===== src/rtl/ldpc_mem_arb.sv =====
// LLR RAM arbiter: four requesters share one single-port RAM, fixed priority with starvation promotion.
// Optional conflict statistics counter enabled by defining LDPC_ARB_STAT_EN.
module ldpc_mem_arb #(
    parameter int AW         = 13,
    parameter int DW         = 48,
    parameter int STARVE_MAX = 8
) (
    input  logic          clk,
    input  logic          reset,
    input  logic          in_req,
    input  logic [AW-1:0] in_addr,
    input  logic [DW-1:0] in_wdata,
    output logic          in_gnt,
    input  logic          dwr_req,
    input  logic [AW-1:0] dwr_addr,
    input  logic [DW-1:0] dwr_wdata,
    output logic          dwr_gnt,
    input  logic          drd_req,
    input  logic [AW-1:0] drd_addr,
    output logic          drd_gnt,
    output logic          drd_vld,
    input  logic          ord_req,
    input  logic [AW-1:0] ord_addr,
    output logic          ord_gnt,
    output logic          ord_vld,
    output logic [DW-1:0] rd_data,
    output logic          mem_en,
    output logic          mem_we,
    output logic [AW-1:0] mem_addr,
    output logic [DW-1:0] mem_wdata,
    input  logic [DW-1:0] mem_rdata,
    output logic [15:0]   stat_conflict,
    input  logic          stat_clr
);

    typedef enum logic [1:0] {
        TAG_IDLE = 2'd0,
        TAG_DRD  = 2'd1,
        TAG_ORD  = 2'd2
    } rd_tag_t;

    localparam logic [3:0] STARVE_LIM = 4'(STARVE_MAX);

    logic [3:0] wait_dwr, wait_drd, wait_ord;
    logic       starve_dwr, starve_drd, starve_ord;
    rd_tag_t    tag_cmd, tag_ram;

    assign starve_dwr = dwr_req && (wait_dwr == STARVE_LIM);
    assign starve_drd = drd_req && (wait_drd == STARVE_LIM);
    assign starve_ord = ord_req && (wait_ord == STARVE_LIM);

    // The loader always wins; starved requesters beat non-starved ones, ties by base order.
    always_comb begin
        in_gnt  = 1'b0;
        dwr_gnt = 1'b0;
        drd_gnt = 1'b0;
        ord_gnt = 1'b0;
        if (!reset) begin
            if (in_req)          in_gnt  = 1'b1;
            else if (starve_dwr) dwr_gnt = 1'b1;
            else if (starve_drd) drd_gnt = 1'b1;
            else if (starve_ord) ord_gnt = 1'b1;
            else if (dwr_req)    dwr_gnt = 1'b1;
            else if (drd_req)    drd_gnt = 1'b1;
            else if (ord_req)    ord_gnt = 1'b1;
        end
    end

    function automatic logic [3:0] next_wait(input logic req, input logic gnt,
                                             input logic [3:0] cnt);
        if (gnt || !req)         return 4'd0;
        else if (cnt == STARVE_LIM) return cnt;
        else                     return cnt + 4'd1;
    endfunction

    always_ff @(posedge clk) begin
        if (reset) begin
            wait_dwr <= 4'd0;
            wait_drd <= 4'd0;
            wait_ord <= 4'd0;
        end else begin
            wait_dwr <= next_wait(dwr_req, dwr_gnt, wait_dwr);
            wait_drd <= next_wait(drd_req, drd_gnt, wait_drd);
            wait_ord <= next_wait(ord_req, ord_gnt, wait_ord);
        end
    end

    // Address and write data hold when idle; reads leave the write-data register untouched.
    always_ff @(posedge clk) begin
        if (reset) begin
            mem_en    <= 1'b0;
            mem_we    <= 1'b0;
            mem_addr  <= '0;
            mem_wdata <= '0;
            tag_cmd   <= TAG_IDLE;
        end else begin
            mem_en  <= in_gnt | dwr_gnt | drd_gnt | ord_gnt;
            mem_we  <= in_gnt | dwr_gnt;
            tag_cmd <= drd_gnt ? TAG_DRD : (ord_gnt ? TAG_ORD : TAG_IDLE);
            if (in_gnt) begin
                mem_addr  <= in_addr;
                mem_wdata <= in_wdata;
            end else if (dwr_gnt) begin
                mem_addr  <= dwr_addr;
                mem_wdata <= dwr_wdata;
            end else if (drd_gnt) begin
                mem_addr  <= drd_addr;
            end else if (ord_gnt) begin
                mem_addr  <= ord_addr;
            end
        end
    end

    // The tag follows the RAM's one-cycle latency, then qualifies the registered read data.
    always_ff @(posedge clk) begin
        if (reset) begin
            tag_ram <= TAG_IDLE;
            rd_data <= '0;
            drd_vld <= 1'b0;
            ord_vld <= 1'b0;
        end else begin
            tag_ram <= tag_cmd;
            rd_data <= mem_rdata;
            drd_vld <= (tag_ram == TAG_DRD);
            ord_vld <= (tag_ram == TAG_ORD);
        end
    end

`ifdef LDPC_ARB_STAT_EN
    logic [2:0] req_count;
    assign req_count = 3'(in_req) + 3'(dwr_req) + 3'(drd_req) + 3'(ord_req);

    always_ff @(posedge clk) begin
        if (reset || stat_clr)
            stat_conflict <= 16'd0;
        else if (req_count >= 3'd2 && stat_conflict != 16'hFFFF)
            stat_conflict <= stat_conflict + 16'd1;
    end
`else
    logic unused_stat_clr;
    assign unused_stat_clr = stat_clr;
    assign stat_conflict   = 16'd0;
`endif

endmodule


===== config.mk =====
export PLATFORM = sky130hd
export DESIGN_NAME = ldpc_mem_arb
export DESIGN_NICKNAME = d
export VERILOG_FILES = /design/src/rtl/ldpc_mem_arb.sv
export SDC_FILE = /design/constraint.sdc
export NUM_CORES = 1
export LEC_CHECK = 0
export BUFFER_PORTS_ARGS = -buffer_cell sky130_fd_sc_hd__buf_2
export CORE_AREA = 2 2 131 133
export DETAILED_ROUTE_END_ITERATION = 10
export DIE_AREA = 0 0 133 135
export PLACE_DENSITY = 0.76
export RECOVER_POWER = 25
export SLEW_MARGIN = 10
export SYNTH_ARGS = -nofsm -noshare
export SYNTH_HDL_FRONTEND = slang
export SYNTH_SLANG_ARGS = --single-unit

===== constraint.sdc =====
create_clock -name clk -period 1.7 [get_ports clk]
set_input_delay 0.34 -clock clk [delete_from_list [all_inputs] [get_ports clk]]
set_output_delay 0.34 -clock clk [all_outputs]
set_load 0.02 [all_outputs]

==> impl_metrics.csv <==
group,metric,value,unit
worst_setup_path,cp_top_family,"flip-flops",
outcome,status,"finished with violations",
min_path,hold_depth,2,
synth,synth-edff-count,0,
drt,via_per_inst,4.79,
synth,yosys_warnings,0,
power,seq_power_share,39.4,%
clock_network,cts_tree,"built",
floorplanning,initial_core_util,32.5,%
global_route,grt_max_degree,97,
worst_setup_path,r2r_setup_slack,-280,ps
sta,min_period,2030,ps
synth,synth_xor_area_share,1.48,%
sta,slew_viol_final,0,
sta,tns,-13100,ps
power,vdd_drop_max,0.000640,V
synth,synth_most_common_cell,"dfxtp_1",
synth,synthesis.area,5330,sq um
sta,setup_slack,-334,ps
global_route,grt_pass1_vias,5662,
power,internal_power,5.91,mW
sta,setup_viol,64,
floorplanning,num_rows,47,
worst_setup_path,crit_arrival,1690,ps
worst_setup_path,crit_type,"reg2out",
floorplanning,die_y,135,um
synth,synthFlopType,"dfxtp_1",
clock_network,ctsHoldBuffers,0,
worst_setup_path,crit_slowest_cell,"dfxtp_2",
drt,num_vias,5742,
power,power.density,1000,nW/um^2
min_path,hold_path_class,"in2reg",
floorplanning,io_pins,336,
place,routabilityCongestion,0.809,
synth,synth.top_cell.area_share,48.5,%
drt,initialDrtViolationCount,365,
worst_setup_path,cp_num_cells,8,
synth,synth_area_leader_cell,"dfxtp_1",
finish,drive_gt1_share,46.2,%
power,swShare,29.3,%
synth,yosys-top-cells-count,"dfxtp_1 (129), nand2_1 (105), nor2_1 (65)",
floorplanning,fp.coreArea,16400,sq um
synth,synth-seq-cells,129,
worst_setup_path,critPathMaxStageDelay,340,ps
finish,fillerInstances,1560,
worst_setup_path,crit_fanout,4,
global_route,overflow,0,
power,clkPwrFrac,43.8,%
drt,drc_errors,0,
sta,timing.fmax,0.492,GHz
power,p_sw,2.45,mW
place,dp_slack,-296,ps
power,p_comb_share,16.8,%
worst_setup_path,startpoint_type,"flip-flop",
global_route,grt_pass1_wl,29.2,mm
worst_setup_path,worstPathCellList,"inv_2, ha_4, and4b_4, o21ai_4, nand2_2, inv_2, buf_12, buf_8",
sta,fin_crit_sh,120,%
drt,avgRoutedWirePerCell,15.9,um
floorplanning,die_x,133,um
global_route,antenna_found_initial,1,
sta,hold_viol_final,0,
finish,syn_to_final_growth,56.4,%
synth,synth-simple-area-share,23.9,%
clock_network,cts_max_level,4,
worst_setup_path,crit_top_cell,"inv_2",
worst_setup_path,r2r_end,"mem_wdata[0]",
outcome,failed_checks,"negative setup slack",
synth,synth_area_leaders,"dfxtp_1 (48%), a311oi_1 (8.5%), nand2_1 (7.4%), nor2b_1 (6.0%), nor2_1 (4.6%)",
drt,routed_wl,19.1,mm
clock_network,clock_sinks,129,
worst_setup_path,critPathLaunch,"wait_ord[1]",
synth,synth_top_family_by_area,"simple AND/OR/NAND/NOR gates",
worst_setup_path,r2r_start,"wait_ord[1]",
drt,firstDrtPassIters,5,
place,io_buffers,318,
synth,synth_area_per_cell,8.90,sq um
worst_setup_path,crit_path_end,"dwr_gnt",
sta,rsz0062_at_grt,"yes",
worst_setup_path,critPathBufInv,4,
worst_setup_path,critPathRequiredTime,1360,ps
clock_network,clkTransAtPathRegs,70,ps
floorplanning,die_area,18000,sq um
clock_network,numCtsBuffers,17,
sta,worstMarginPinSlew,706,ps
synth,synth_compound_area_share,17.7,%
run,max_cap_viol_count,0,
synth,synth-adder-area-share,1.41,%
place,dpl.hpwl,13.8,mm
drt,ant_nets,0,
worst_setup_path,r2r_cells,11,
worst_setup_path,endpoint_kind,"output port",
synth,async_flop_share,0,%
power,p_leak,3.93,nW
clock_network,cts_root_buf,"clkbuf_16",
synth,ys_types,40,
place,place_inst,1148,
finish,layout.nets,1174,
synth,yosysSeqAreaShare,48.5,%
clock_network,clockBufferDepth,2,
clock_network,clk_latency,420,ps
sta,skew,11.7,ps
global_route,track_usage,20.8,%
sta,max_slew_margin,52.9,%
synth,synthCells,599,
finish,stdcell_count,1199,
synth,synthMuxAreaShare,0,%
-- area by class of cell --
cell class	instances	area (sq um)	share of cell area [%]
Antenna cell	1	2.50	0.0300
Inverter	8	30.0	0.360
Clock inverter	15	163	1.95
Clock buffer	17	425	5.10
Multi-Input combinational cell	415	2560	30.7
Timing Repair Buffer	394	2290	27.5
Tap cell	220	275	3.30
Sequential cell	129	2590	31.1
-- power groups by stage --
stage,logic (mW),clock network (mW),registers [mW]
finish,1.40,3.67,3.29
global placement,1.30,0,3.35
floorplan,0.521,0,3.59
global route,1.51,3.89,3.31
CTS,1.39,3.76,3.29
detailed placement,1.32,0,3.36
-- routing by layer --
metal | global-route usage (%) | vias to the layer above | routed length, um
met1 | 24.1 | 2675 | 7570
li1 | - | 2774 | -
met3 | 5.59 | 33 | 1350
met4 | 8.48 | 0 | 522
met5 | 0 | - | 0
met2 | 36.4 | 260 | 9630
-- per-stage QoR --
step	total power [mW]	hold slack, ps	cell area (sq um)	utilization, %
after global placement	4.65	394	7450	45.4
after detailed placement	4.68	401	7450	45.4
after CTS	8.45	104	8310	50.7
after floorplan	4.11	388	5440	-
after global routing	8.71	116	8330	50.8
final	8.36	130	8330	50.8
-- cell usage in the layout, fill, tap and decap left out, drive strengths merged, types with 6 or more instances in the layout --
cell type,count
buf,376
clkbuf,35
nor2,65
dfxtp,129
conb,16
nand2,106
inv,19
a311oi,61
nor3,14
a22oi,9
ha,6
nor2b,51
a21oi,6
o21ai,16
nand3,17
a21o,10
-- sequential cells by signal (all words and copies together) (netlist names) --
register / flops
drd_vld: 1
mem_addr: 13
mem_en: 1
mem_wdata: 48
mem_we: 1
ord_vld: 1
rd_data: 48
tag_cmd: 2
tag_ram: 2
wait_drd: 4
wait_dwr: 4
wait_ord: 4
-- kinds of logic after synthesis --
| kind of cell | Yosys count |
|---|---|
| and+or+nand+nor | 272 |
| buffers and inverters | 70 |
| other | 1 |
| adders and majority gates | 6 |
| AOI/OAI and AO/OA | 112 |
| xor gates and xnor gates | 9 |
| DFF | 129 |
-- worst min path at each step --
stage / start / end / slack [ps]
2_1_floorplan: tag_ram[1] / drd_vld / 390
3_3_place_gp: tag_ram[0] / ord_vld / 390
3_5_place_dp: tag_ram[1] / drd_vld / 400
4_1_cts: mem_rdata[14] / rd_data[14] / 100
5_1_grt: mem_rdata[14] / rd_data[14] / 120
6_report: mem_rdata[14] / rd_data[14] / 130
-- repair_timing --
item / in CTS / in global routing
setup endpoints to repair: 69 / 73
gates cloned: 3 / 0
setup buffers: 14 / 3
pin swaps: 21 / 17
gates resized for setup: 42 / 7
Power figures use the tool's default switching activity.
